<file path="config.mk">
export PLATFORM = sky130hd
export DESIGN_NAME = fetch_sequencer_flat
export DESIGN_NICKNAME = d
export VERILOG_FILES = /design/src/rtl/fetch_sequencer_if.sv /design/src/rtl/fetch_sequencer.sv /design/src/flat_wrapper.sv
export SDC_FILE = /design/constraint.sdc
export NUM_CORES = 1
export LEC_CHECK = 0
export ABC_CLOCK_PERIOD_IN_PS = 4000
export CAP_MARGIN = 0
export CORE_ASPECT_RATIO = 1.1
export CORE_UTILIZATION = 42
export DETAILED_ROUTE_END_ITERATION = 10
export PLACE_DENSITY_LB_ADDON = 0.25
export SYNTH_ARGS = -nofsm -noshare
export SYNTH_HDL_FRONTEND = slang
export SYNTH_SLANG_ARGS = --single-unit
</file>
<file path="constraint.sdc">
create_clock -name clk -period 4 [get_ports clk]
set_input_delay 0.4 -clock clk [delete_from_list [all_inputs] [get_ports clk]]
set_output_delay 0.4 -clock clk [all_outputs]
set_load 0.02 [all_outputs]
</file>
<file path="src/rtl/fetch_sequencer_if.sv">
// PC-sequencing and instruction-fetch handshake bundle between fetch_sequencer
// (master) and the PC register / instruction memory / pipeline side (slave).
interface fetch_sequencer_if;
    logic [31:0] addr_current;
    logic        stall;
    logic        branch_taken;
    logic [31:0] branch_target;
    logic        trap_req;
    logic        imem_ready;
    logic        ena_pc;
    logic [31:0] addr_load;
    logic        imem_req;
    logic [31:0] imem_addr;
    logic        if_valid;
    logic        fetch_fault;
    logic        misalign;

    modport master (
        input  addr_current, stall, branch_taken, branch_target, trap_req, imem_ready,
        output ena_pc, addr_load, imem_req, imem_addr, if_valid, fetch_fault, misalign
    );

    modport slave (
        output addr_current, stall, branch_taken, branch_target, trap_req, imem_ready,
        input  ena_pc, addr_load, imem_req, imem_addr, if_valid, fetch_fault, misalign
    );
endinterface

</file>
<file path="src/rtl/fetch_sequencer.sv">
// PC next-value / fetch-handshake sequencer with request timeout fault.
// Optional: `define FETCH_MISALIGN_TRAP_EN to trap on misaligned branch targets.
module fetch_sequencer #(
    parameter logic [31:0] RESET_VEC = 32'h0000_0000,
    parameter logic [31:0] TRAP_VEC  = 32'h0000_0100,
    parameter int          TIMEOUT   = 16
) (
    input  logic              clk,
    input  logic              rst_,
    fetch_sequencer_if.master bus
);
    typedef enum logic [1:0] {BOOT, FETCH, FAULT} state_t;

    localparam logic [15:0] WAIT_LAST = 16'(TIMEOUT - 1);

    state_t      state, state_nxt;
    logic [15:0] wait_cnt, wait_nxt;
    logic        req, handshake, redirect, mis_br;

`ifdef FETCH_MISALIGN_TRAP_EN
    assign mis_br = bus.branch_taken && !bus.trap_req && (bus.branch_target[1:0] != 2'b00);
`else
    assign mis_br = 1'b0;
`endif

    always_ff @(posedge clk or negedge rst_) begin
        if (!rst_) begin
            state    <= BOOT;
            wait_cnt <= '0;
        end else begin
            state    <= state_nxt;
            wait_cnt <= wait_nxt;
        end
    end

    always_comb begin
        state_nxt       = state;
        wait_nxt        = wait_cnt;
        req             = 1'b0;
        handshake       = 1'b0;
        redirect        = 1'b0;
        bus.addr_load   = bus.addr_current;
        bus.if_valid    = 1'b0;
        bus.fetch_fault = 1'b0;
        bus.misalign    = 1'b0;
        unique case (state)
            BOOT: begin
                bus.addr_load = RESET_VEC;
                state_nxt     = FETCH;
            end
            FETCH: begin
                req          = !bus.stall;
                handshake    = req && bus.imem_ready;
                redirect     = bus.trap_req || bus.branch_taken;
                bus.misalign = mis_br;
                if (bus.trap_req || mis_br)
                    bus.addr_load = TRAP_VEC;
                else if (bus.branch_taken)
                    bus.addr_load = bus.branch_target & ~32'h3;
                else if (handshake)
                    bus.addr_load = bus.addr_current + 32'd4;
                bus.if_valid = handshake && !redirect;
                // Stalled cycles issue no request, so the counter simply holds.
                if (redirect || handshake) begin
                    wait_nxt = '0;
                end else if (req) begin
                    if (wait_cnt == WAIT_LAST) begin
                        wait_nxt  = '0;
                        state_nxt = FAULT;
                    end else begin
                        wait_nxt = wait_cnt + 16'd1;
                    end
                end
            end
            FAULT: begin
                bus.fetch_fault = 1'b1;
                if (bus.trap_req) begin
                    bus.addr_load = TRAP_VEC;
                    state_nxt     = FETCH;
                end
            end
            default: state_nxt = BOOT;
        endcase
    end

    // The PC register clears whenever its enable drops, so it is never released.
    assign bus.ena_pc    = 1'b1;
    assign bus.imem_req  = req;
    assign bus.imem_addr = bus.addr_current;
endmodule

</file>
<file path="src/flat_wrapper.sv">
// flat-port wrapper written by rule: the top's interface ports become plain ports
module fetch_sequencer_flat 
#(
    parameter logic [31:0] RESET_VEC = 32'h0000_0000,
    parameter logic [31:0] TRAP_VEC  = 32'h0000_0100,
    parameter int          TIMEOUT   = 16
)
  (clk, rst_, bus_addr_current, bus_stall, bus_branch_taken, bus_branch_target, bus_trap_req, bus_imem_ready, bus_ena_pc, bus_addr_load, bus_imem_req, bus_imem_addr, bus_if_valid, bus_fetch_fault, bus_misalign);
  fetch_sequencer_if bus_i ();
  input  logic clk;
  input  logic rst_;
  input wire logic [$bits(bus_i.addr_current)-1:0] bus_addr_current;
  input wire logic [$bits(bus_i.stall)-1:0] bus_stall;
  input wire logic [$bits(bus_i.branch_taken)-1:0] bus_branch_taken;
  input wire logic [$bits(bus_i.branch_target)-1:0] bus_branch_target;
  input wire logic [$bits(bus_i.trap_req)-1:0] bus_trap_req;
  input wire logic [$bits(bus_i.imem_ready)-1:0] bus_imem_ready;
  output wire logic [$bits(bus_i.ena_pc)-1:0] bus_ena_pc;
  output wire logic [$bits(bus_i.addr_load)-1:0] bus_addr_load;
  output wire logic [$bits(bus_i.imem_req)-1:0] bus_imem_req;
  output wire logic [$bits(bus_i.imem_addr)-1:0] bus_imem_addr;
  output wire logic [$bits(bus_i.if_valid)-1:0] bus_if_valid;
  output wire logic [$bits(bus_i.fetch_fault)-1:0] bus_fetch_fault;
  output wire logic [$bits(bus_i.misalign)-1:0] bus_misalign;
  assign bus_i.addr_current = bus_addr_current;
  assign bus_i.stall = bus_stall;
  assign bus_i.branch_taken = bus_branch_taken;
  assign bus_i.branch_target = bus_branch_target;
  assign bus_i.trap_req = bus_trap_req;
  assign bus_i.imem_ready = bus_imem_ready;
  assign bus_ena_pc = bus_i.ena_pc;
  assign bus_addr_load = bus_i.addr_load;
  assign bus_imem_req = bus_i.imem_req;
  assign bus_imem_addr = bus_i.imem_addr;
  assign bus_if_valid = bus_i.if_valid;
  assign bus_fetch_fault = bus_i.fetch_fault;
  assign bus_misalign = bus_i.misalign;
  fetch_sequencer #(.RESET_VEC(RESET_VEC), .TRAP_VEC(TRAP_VEC), .TIMEOUT(TIMEOUT)) u_core (.clk(clk), .rst_(rst_), .bus(bus_i));
endmodule
</file>
[After elaboration in Yosys (flattened, before gate mapping)]
Cells that the tools add are included.
Storage, ports and cells
  RAM bits: 0
  latch bits: 0
  input port bits: 70
  register bits after elaboration: 18
  ROM bits: 0
  memories kept: 0
Cells by class
  mux-type cells: 16
  order comparisons: 0
  shifts and indexed selects: 0
  bitwise logic cells: 0
  eq/ne operators: 8
  add/subtract/negate cells: 2
  reductions and logical operators: 9
  multiply operators: 0
  divide/modulo/power cells: 0
Operators by type and width (number)
  $mux W32: 4
  $pmux W32 S3: 1
  $mux W16: 3
  $add A32 B3 Y32 const B: 1
  $add A16 B1 Y16 const B: 1
  $eq A16 B4 Y1 const B: 1
  $mux W2: 4
  $ne A2 B2 Y1 const B: 3
  $pmux W2 S3: 1
  $ne A2 B1 Y1 const B: 2
  $reduce_and A4 Y1: 1
  $mux W1: 3
  $eq A2 B1 Y1 const B: 1
  $eq A2 B2 Y1 const B: 1
  $logic_and A1 B1 Y1: 2
  $logic_not A1 Y1: 2
  $logic_not A2 Y1: 1
  $logic_or A1 B1 Y1: 2
  $reduce_and A2 Y1: 1

[Depth between registers and ports, before layout]
Gate-level depths: netlist of run 1.
  word-level depth: 6
  depth in mapped cells: 7
  mapped depth without buffers: 6

[Worst setup path after synthesis of run 1]
No wires, ideal clock.
  kind: input port to output port
  start: input port bus_branch_taken
  end: output port bus_addr_load[13]
  path buffers: 3
  stages: 5
  setup slack: 1.163 ns
  arrival time: 2.437 ns
  path through: clkbuf_1 or4b_2 clkbuf_1 clkbuf_1 o311ai_0
Between the ends
  word-level cells in the longest chain between the ends: 3
Ends and longest elaborated chain
  start, declared: RTL line flat_wrapper.sv:14  | input wire logic [$bits(bus_i.branch_taken)-1:0] bus_branch_taken;
  $mux W32: RTL line fetch_sequencer.sv:58  | else if (bus.branch_taken)
  $mux W32: RTL line fetch_sequencer.sv:56  | if (bus.trap_req || mis_br)
  $pmux W32 S3: RTL line fetch_sequencer.sv:46  | unique case (state)
  end, declared: RTL line flat_wrapper.sv:19  | output wire logic [$bits(bus_i.addr_load)-1:0] bus_addr_load;
No other way between the ends.

[Worst setup path after layout of run 1]
  start: input port bus_addr_current[24]
  end: output port bus_addr_load[31]
Between the ends
  word-level cells in the longest chain between the ends: 5
Ends and longest elaborated chain
  start, declared: RTL line flat_wrapper.sv:12  | input wire logic [$bits(bus_i.addr_current)-1:0] bus_addr_current;
  $add A32 B3 Y32: RTL line fetch_sequencer.sv:61  | bus.addr_load = bus.addr_current + 32'd4;
  $mux W32: RTL line fetch_sequencer.sv:60  | else if (handshake)
  $mux W32: RTL line fetch_sequencer.sv:58
  $mux W32: RTL line fetch_sequencer.sv:56
  $pmux W32 S3: RTL line fetch_sequencer.sv:46
No other way between the ends.

==> impl_metrics.ini, run 1 <==
[drt]
dr_total_vias = 3036
drt_iter0_drc = 152
finalWirelength_mm = 8.131
routedWlPerCell_um = 15.28
firstDrtPassIters = 5
final_antenna_net_count = 0
drt-vias-per-instance = 5.707
route.detailed.drc = 0

[outcome]
outcome = completed

[floorplanning]
core_area_um2 = 5500
dieHeight_um = 81.96
rows = 28
die_w_um = 74.69
dieArea_um2 = 6122
io-pin-count = 139
initial_utilization_pct = 44.38

[final_layout]
areaGrowthSynthToFinish_pct = 54.69
antenna_cells = 0
nFillCells = 492
drive_gt1_share_pct = 7.659
layout.cells.non_filler = 532
seq_area_um2 = 450.4
nets = 530
multi_input_area_um2 = 1652

[setup_path]
cp_slowest_cell = clkdlybuf4s50_1
worstPathMaxFanout = 6
crit_chain = clkdlybuf4s50_1, nand4_1, or4_4, or4b_4, or4_1, nand4_1, clkdlybuf4s50_1
path_class = in2out
reg2reg_from = u_core.wait_cnt[13]
worstSetupStartpointType = primary input
critical_path.max_stage_delay_ps = 600
worstSetupEndpointType = primary output
crit_start = bus_addr_current[24]
crit_required_ps = 3600
cp.arrival_ps = 3390

[clock_network]
cts_setup_buffers = 0
clock_path_buffers = 2
ctsHoldBuffers = 0
clk_pin_slew_ps = 70
clock_sinks = 18
cts_tree = done
ctsResizeCount = 0
clk_latency_ps = 250
cts-root-buf = clkbuf_8
htree_levels = 1
cts_buffers = 3

[timing]
slew_headroom_pct = 46.90
worst-slew-pin-transition_ps = 794.1
holdWs_ps = 532.1
hold_viol = 0
skew_ps = 3.223
rsz0062_at_grt = false
finalCritPeriodShare_pct = 94.81
fin_ws_ps = 207.7
finalMaxSlewViolations = 0
fin_tns_setup_ps = 0
setup_viol = 0
min_period_ps = 3792
max_freq_ghz = 0.2637

[power_and_ir_drop]
power_switching_share_pct = 33.14
power_frac_clock_pct = 22.5
p_int_uw = 431.9
pwr-share-seq_pct = 28.5
max-vdd-ir-drop_mv = 0.3053
switchingPower_uw = 214.0
finalPower_uw = 646.0
p_comb_share_pct = 49.0
p_per_area_nw_per_um2 = 171.1
p_leak_nw = 1.464

[yosys]
synth_top_area_share_pct = 18.45
synth-seq-cells = 18
mappedNetlistArea_um2 = 2441
synth_cell_type_count = 54
async_flop_share_pct = 100.0
seq_area_frac_synth_pct = 18.45
yosysWarningCount = 0
synth_area_leader_cell = dfrtp_1
post_synth.cell_area_avg_um2 = 7.035
synth_area_leaders = dfrtp_1 (18%), buf_4 (10%), o21ai_0 (7.8%)
synth_edf_count = 0
synthFlopType = dfrtp_1
syn_nets = 419
netlist_instances = 347

[placed_design]
post-place-ws_ps = 213.7
detailed_place_hpwl_mm = 6.449
place_congestion = 0.8221
dp_cells = 528
portBuffers = 134

[global_route]
grt_pass1_vias = 2625
grt_pass1_wl_mm = 12.36
grt.overflow.total = 0
antenna_found_initial = 0
grt_max_degree = 22
grt_usage_pct = 25.14

[hold_path]
min_path_type = reg2reg
min_from = u_core.wait_cnt[11]

[flow_run]
maxCapViolCount = 0
cell usage after synthesis (all sizes together) (6+ instances only):
cell,number
a22oi,11
nand4,9
a31oi,6
and3,8
inv,9
buf,36
xor2,8
nand2,39
o21ai,38
nor2,24
xnor2,6
nand3,22
dfrtp,18
nand2b,6
clkbuf,12
nor3,9
a21oi,16
worst paths after layout:
path	end	slack, ps	cells after the start
min reg2reg	u_core.wait_cnt[11]	530	1
max	bus_addr_load[31]	210	7
max reg2reg	u_core.wait_cnt[15]	1550	6
max in group asynchronous	u_core.state[1]	2890	1
min in group asynchronous	u_core.wait_cnt[12]	610	1
min	u_core.wait_cnt[11]	530	1
power groups by stage:
stage / Clock, mW / Sequential (mW) / Combinational [mW]
2_1_floorplan: 0 / 0.187 / 0.148
3_3_place_gp: 0 / 0.187 / 0.313
3_5_place_dp: 0 / 0.188 / 0.316
4_1_cts: 0.150 / 0.184 / 0.317
5_1_grt: 0.153 / 0.184 / 0.339
6_report: 0.145 / 0.184 / 0.316
registers in the layout, indices dropped and copies added, names as in the netlist:
name and flops:
u_core.state 2, u_core.wait_cnt 16
routing by layer:
metal	part of all wire, %	GRT usage (%)
met1	41	32.81
met2	50	44.05
met3	8.0	2.822
met4	0.84	5.472
met5	0	0
through the flow:
| step | instance area (um2) | utilization (%) |
|---|---|---|
| after floorplan | 2441 | - |
| after global placement | 3721 | 67.65 |
| after detailed placement | 3721 | 67.65 |
| after CTS | 3776 | 68.65 |
| after global routing | 3776 | 68.65 |
| final | 3776 | 68.65 |
cells by family (layout without fill, tap and decap cells):
logic type | count (synthesis) | after routing | synth area share (%)
XOR/XNOR | 14 | 14 | 5.023
AO/OA/AOI/OAI | 103 | 103 | 27.06
adder cells (fa/ha/maj) | 2 | 2 | 1.025
buffers and inverters | 57 | 167 | 14.04
other | 2 | 2 | 0.3076
multiplexers | 3 | 3 | 1.230
AND/OR/NAND/NOR | 148 | 148 | 32.85
flip-flops | 18 | 18 | 18.45
critical path, delay by kind of cell:
kind	cells	cell delay [ps]
buffers and inverters	2	1160
and+or+nand+nor	5	1830
final cells by class:
cell class	instances	area share, %
Multi-Input combinational cell	272	43.74
Timing Repair Buffer	154	39.50
Sequential cell	18	11.93
Tap cell	75	2.485
Clock buffer	4	1.458
Inverter	9	0.8946
cell usage in the layout, fill, tap and decap left out, types with 11 or more instances in the layout:
cell             instances
a21oi_1                 15
a22oi_1                 11
buf_4                   20
clkdlybuf4s50_1        134
dfrtp_1                 18
nand2_1                 39
nand3_1                 21
nor2_1                  24
o21ai_0                 38
Power figures use the tool's default switching activity.
==> inputs of run 2 (changes only) <==
- ABC_AREA: default -> 1
- CORE_UTILIZATION: 42 -> 46
- CTS_CLUSTER_SIZE: default -> 14
==> impl_metrics.ini, run 2 <==
[outcome]
outcome = completed

[timing]
finalMaxSlewViolations = 0
worst-slew-pin-transition_ps = 821.0
finalCritPeriodShare_pct = 79.61
max_freq_ghz = 0.3140
hold_viol = 0
min_period_ps = 3185
skew_ps = 3.908
fin_tns_setup_ps = 0
rsz0062_at_grt = false
setup_viol = 0
slew_headroom_pct = 45.10

[floorplanning]
initial_utilization_pct = 47.90
core_area_um2 = 6193
die_w_um = 78.57
io-pin-count = 139
rows = 30
dieHeight_um = 86.23
dieArea_um2 = 6775

[setup_path]
critical_path_buf_inv_count = 4
worstSetupEndpointType = primary output
crit_required_ps = 3600
worstSetupStartpointType = primary input
cp_top_family = buffers and inverters
worstPathMaxFanout = 17
cp_slowest_cell = clkdlybuf4s50_1
cp.arrival_ps = 2780
critical_path.max_stage_delay_ps = 680
crit_chain = clkdlybuf4s50_1, inv_1, nand2_1, nand2_2, inv_1, o21ai_0, clkdlybuf4s50_1
path_class = in2out

[clock_network]
htree_levels = 1
cts_setup_buffers = 0
ctsResizeCount = 0
ctsHoldBuffers = 0
clock_sinks = 18
clk_pin_slew_ps = 70
clock_path_buffers = 2
cts_tree = done
cts-root-buf = clkbuf_8
clk_latency_ps = 260
cts_buffers = 3

[drt]
route.met3.wl_um = 587
final_antenna_net_count = 0
firstDrtPassIters = 4
routedWlPerCell_um = 12.89
finalWirelength_mm = 9.345
wl_met2_mm = 4.799
drt-vias-per-instance = 5.208
routed.top_layer = met4
m1WireLength_mm = 3.734
drt_iter0_drc = 176
route.detailed.drc = 0
dr_total_vias = 3776

[global_route]
grt_pass1_vias = 3567
grt.overflow.total = 0
antenna_found_initial = 0
grt_pass1_wl_mm = 15.22
grt_max_degree = 39
grt_usage_pct = 27.58

[final_layout]
antenna_cells = 0
largest_reg_flops = 16
areaGrowthSynthToFinish_pct = 40.53
nets = 718
final_design_area_no_fill_um2 = 4169
drive_gt1_share_pct = 5.116
final_util_pct = 67.31
final_common_cell = nand2_1
most-common-layout-cells = nand2_1 (157), clkdlybuf4s50_1 (134), inv_1 (76), nor2_1 (76), nand3_1 (59)
reg_top3 = u_core.wait_cnt x16, u_core.state x2
top_register = u_core.wait_cnt

[yosys]
synth_top_area_share_pct = 19.87
post_synth.cell_area_avg_um2 = 5.384
synth_area_leader_cell = nand2_1
mappedNetlistArea_um2 = 2967
synthFlopType = dfrtp_1
synth_most_common_cell = nand2_1
synth_cell_type_count = 29
synth_edf_count = 0
async_flop_share_pct = 100.0
syn_nets = 623
synth_area_leaders = nand2_1 (20%), dfrtp_1 (15%), nand3_1 (10%)
synth-seq-cells = 18
yosysWarningCount = 0
synth_commonest_cells = nand2_1 (157), inv_1 (76), nor2_1 (76), nand3_1 (59), buf_4 (35)
seq_area_frac_synth_pct = 15.18
netlist_instances = 551

[power_and_ir_drop]
max-vdd-ir-drop_mv = 0.1995
p_per_area_nw_per_um2 = 161.6
p_leak_nw = 1.918

[hold_path]
min_path_type = reg2reg

[placed_design]
place_congestion = 0.9448
portBuffers = 134
detailed_place_hpwl_mm = 7.396
placed_area_um2 = 4114

[flow_run]
maxCapViolCount = 0
==> run 2: cell count changes after synthesis, sizes merged, moves of 7 or more <==
cell    previous run  this run
nand3             22        59
inv                9        79
nor2              24        88
and3               8         0
nand2             39       165
o211ai             3        10
a22oi             11         0
==> run 2: metal layers <==
layer | vias to the layer above | track usage (%)
met4 | 0 | 12.79
met3 | 21 | 2.316
met2 | 126 | 53.20
met1 | 1733 | 30.14
li1 | 1896 | -
met5 | - | 0
==> run 2: worst paths after layout <==
path | start | end | slack, ps | cells past startpoint
setup / recovery | bus_trap_req | bus_addr_load[13] | 820 | 7
hold / removal | u_core.wait_cnt[13] | u_core.wait_cnt[13] | 520 | 2
setup reg to reg | u_core.state[0] | u_core.wait_cnt[12] | 2300 | 8
hold reg to reg | u_core.wait_cnt[13] | u_core.wait_cnt[13] | 520 | 2
max in group asynchronous | rst_ | u_core.wait_cnt[2] | 2880 | 1
min in group asynchronous | rst_ | u_core.wait_cnt[12] | 610 | 1
==> run 2: layout make-up <==
type | instances | area (um2)
inverters | 79 | 296.5
multi-input cells | 408 | 1911
fillers | 576 | 2024
repair buffers | 136 | 1356
clock buffers | 4 | 55.05
flip-flops and latches | 18 | 450.4
well taps | 80 | 100.1
==> run 2: cells by family after synthesis <==
group                    synth area share, %
XOR/XNOR                               1.181
other                                 0.2532
buffers and inverters                  20.41
AND/OR/NAND/NOR                        51.20
flip-flops                             15.18
adder cells (fa/ha/maj)               0.8434
AO/OA/AOI/OAI                          10.92
==> run 2: worst min-delay path: cells and delay by family, from the launching register on <==
| kind | cells | cell delay (ps) |
|---|---|---|
| flip-flops | 1 | 370 |
| AND/OR/NAND/NOR | 2 | 120 |
==> run 2: power by group <==
group / internal, mW / switching [mW]
registers: 0.183 / 0.000563
logic: 0.158 / 0.179
clock network: 0.0877 / 0.0663
==> run 2: per-stage QoR <==
step | cells | hold slack, ps | worst slack [ps] | total power, mW
after detailed placement | 721 | 500.5 | 850.3 | 0.5213
final | 725 | 519.1 | 815.5 | 0.6739
after CTS | 725 | 520.6 | 841.7 | 0.6725
after floorplan | 551 | 104.4 | 1929 | 0.3616
after global placement | 721 | 492.3 | 844.7 | 0.5173
after global routing | 725 | 571.1 | 645.5 | 0.7037
==> inputs of run 3 (changes only) <==
- ABC_CLOCK_PERIOD_IN_PS: 4000 -> 3170
- CORE_UTILIZATION: 46 -> 43
- clock period: 4 -> 3.17 ns (I/O delays scaled with it)
==> impl_metrics.ini, run 3 (same netlist as run 2, synthesis figures left out) <==
[power_and_ir_drop]
max-vdd-ir-drop_mv = 0.2516
p_per_area_nw_per_um2 = 202.4
p_leak_nw = 1.933

[clock_network]
clk_pin_slew_ps = 70
clock_sinks = 18
clock_path_buffers = 2
clk_latency_ps = 260
cts_setup_buffers = 0
cts-root-buf = clkbuf_8
ctsHoldBuffers = 0
cts_tree = done
ctsResizeCount = 0
htree_levels = 1
cts_buffers = 3

[floorplanning]
die_w_um = 81.20
dieArea_um2 = 7236
core_area_um2 = 6633
rows = 31
io-pin-count = 139
initial_utilization_pct = 44.73
dieHeight_um = 89.12

[timing]
finalMaxSlewViolations = 0
hold_viol = 0
finalCritPeriodShare_pct = 93.98
fin_tns_setup_ps = 0
min_period_ps = 2979
skew_ps = 2.648
worst-slew-pin-transition_ps = 819.2
setup_viol = 0
rsz0062_at_grt = false
max_freq_ghz = 0.3357
slew_headroom_pct = 45.21

[setup_path]
worstSetupStartpointType = primary input
reg2reg_from = u_core.state[0]
crit_start = bus_addr_current[3]
crit_end = bus_addr_load[16]
worstRegToRegCells = 8
r2r_setup_slack_ps = 1490
path_class = in2out
worstPathMaxFanout = 6
cp.arrival_ps = 2660
worstSetupEndpointType = primary output
crit_required_ps = 2850
reg2reg_to = u_core.wait_cnt[12]

[drt]
firstDrtPassIters = 4
finalWirelength_mm = 9.263
drt-vias-per-instance = 5.040
route.detailed.drc = 0
final_antenna_net_count = 0
drt_iter0_drc = 176
routedWlPerCell_um = 12.71
dr_total_vias = 3674

[global_route]
grt_pass1_vias = 3190
grt_pass1_wl_mm = 14.61
antenna_found_initial = 0
grt.overflow.total = 0
grt_max_degree = 58
grt_usage_pct = 25.72

[placed_design]
detailed_place_hpwl_mm = 7.331
portBuffers = 134
place_congestion = 0.8983

[final_layout]
reg_top3 = u_core.wait_cnt x16, u_core.state x2
final_common_cell = nand2_1
largest_reg_flops = 16
nets = 720
final_util_pct = 63.31
antenna_cells = 0
nFillCells = 652
drive_gt1_share_pct = 5.410
top_register = u_core.wait_cnt
areaGrowthSynthToFinish_pct = 41.54
most-common-layout-cells = nand2_1 (157), clkdlybuf4s50_1 (134), inv_1 (76), nor2_1 (76), nand3_1 (59)

[outcome]
outcome = completed

[hold_path]
min_path_type = in2async

[flow_run]
maxCapViolCount = 0
-- run 3: changes by cell type in the layout (fill, tap and decap cells not counted), sizes merged --
cell / delta
buf: +2
-- run 3: per-stage QoR --
| step | std cells | instance area [um2] | setup slack [ps] | total power, mW | hold slack [ps] |
|---|---|---|---|---|---|
| after global placement | 725 | 4144 | 232.9 | 0.6568 | 492.3 |
| final | 729 | 4199 | 190.9 | 0.8499 | 525.6 |
| after floorplan | 551 | 2967 | 1182 | 0.4563 | 21.41 |
| after detailed placement | 725 | 4144 | 201.2 | 0.6603 | 499.1 |
| after global routing | 729 | 4199 | 0.3244 | 0.9028 | 554.8 |
| after CTS | 729 | 4199 | 196.4 | 0.8536 | 522.5 |
-- run 3: worst min path at each step --
stage | start | to | slack, ps | cells after the start
after floorplan | rst_ | u_core.state[0] | 20 | 0
after global placement | u_core.wait_cnt[13] | u_core.wait_cnt[13] | 490 | 2
after detailed placement | u_core.wait_cnt[13] | u_core.wait_cnt[13] | 500 | 2
after CTS | u_core.wait_cnt[13] | u_core.wait_cnt[13] | 520 | 2
after global routing | u_core.wait_cnt[13] | u_core.wait_cnt[13] | 550 | 2
final | rst_ | u_core.wait_cnt[11] | 530 | 1
-- run 3: cell type report --
cell class	count	area [um2]	area share [%]
clock buffers	4	55.05	1.311
repair buffers	138	1384	32.96
inverters	79	296.5	7.062
multi-input cells	408	1911	45.50
well taps	82	102.6	2.443
flip-flops and latches	18	450.4	10.73
-- run 3: report_power, final --
group	switching, mW	internal (mW)	leakage [nW]
clock	0.0829	0.111	0.0288
sequential	0.000690	0.231	0.246
combinational	0.223	0.202	1.66
-- run 3: routing by layer --
layer	vias up	global-route usage, %	part of all wire, %
met5	-	0	0
met4	0	9.091	2.0
met3	15	1.429	5.4
met2	102	48.59	51
met1	1654	30.50	41
li1	1903	-	-
-- run 3: critical path, stage by stage --
cell,delay (ps)
clkdlybuf4s50_1,550
ha_1,220
nand2_1,80
inv_1,70
nand2_2,70
nor2_4,170
nand2_4,120
nor2_4,160
nand2_1,70
nand3_1,80
nand2_1,40
o21ai_0,80
clkdlybuf4s50_1,630
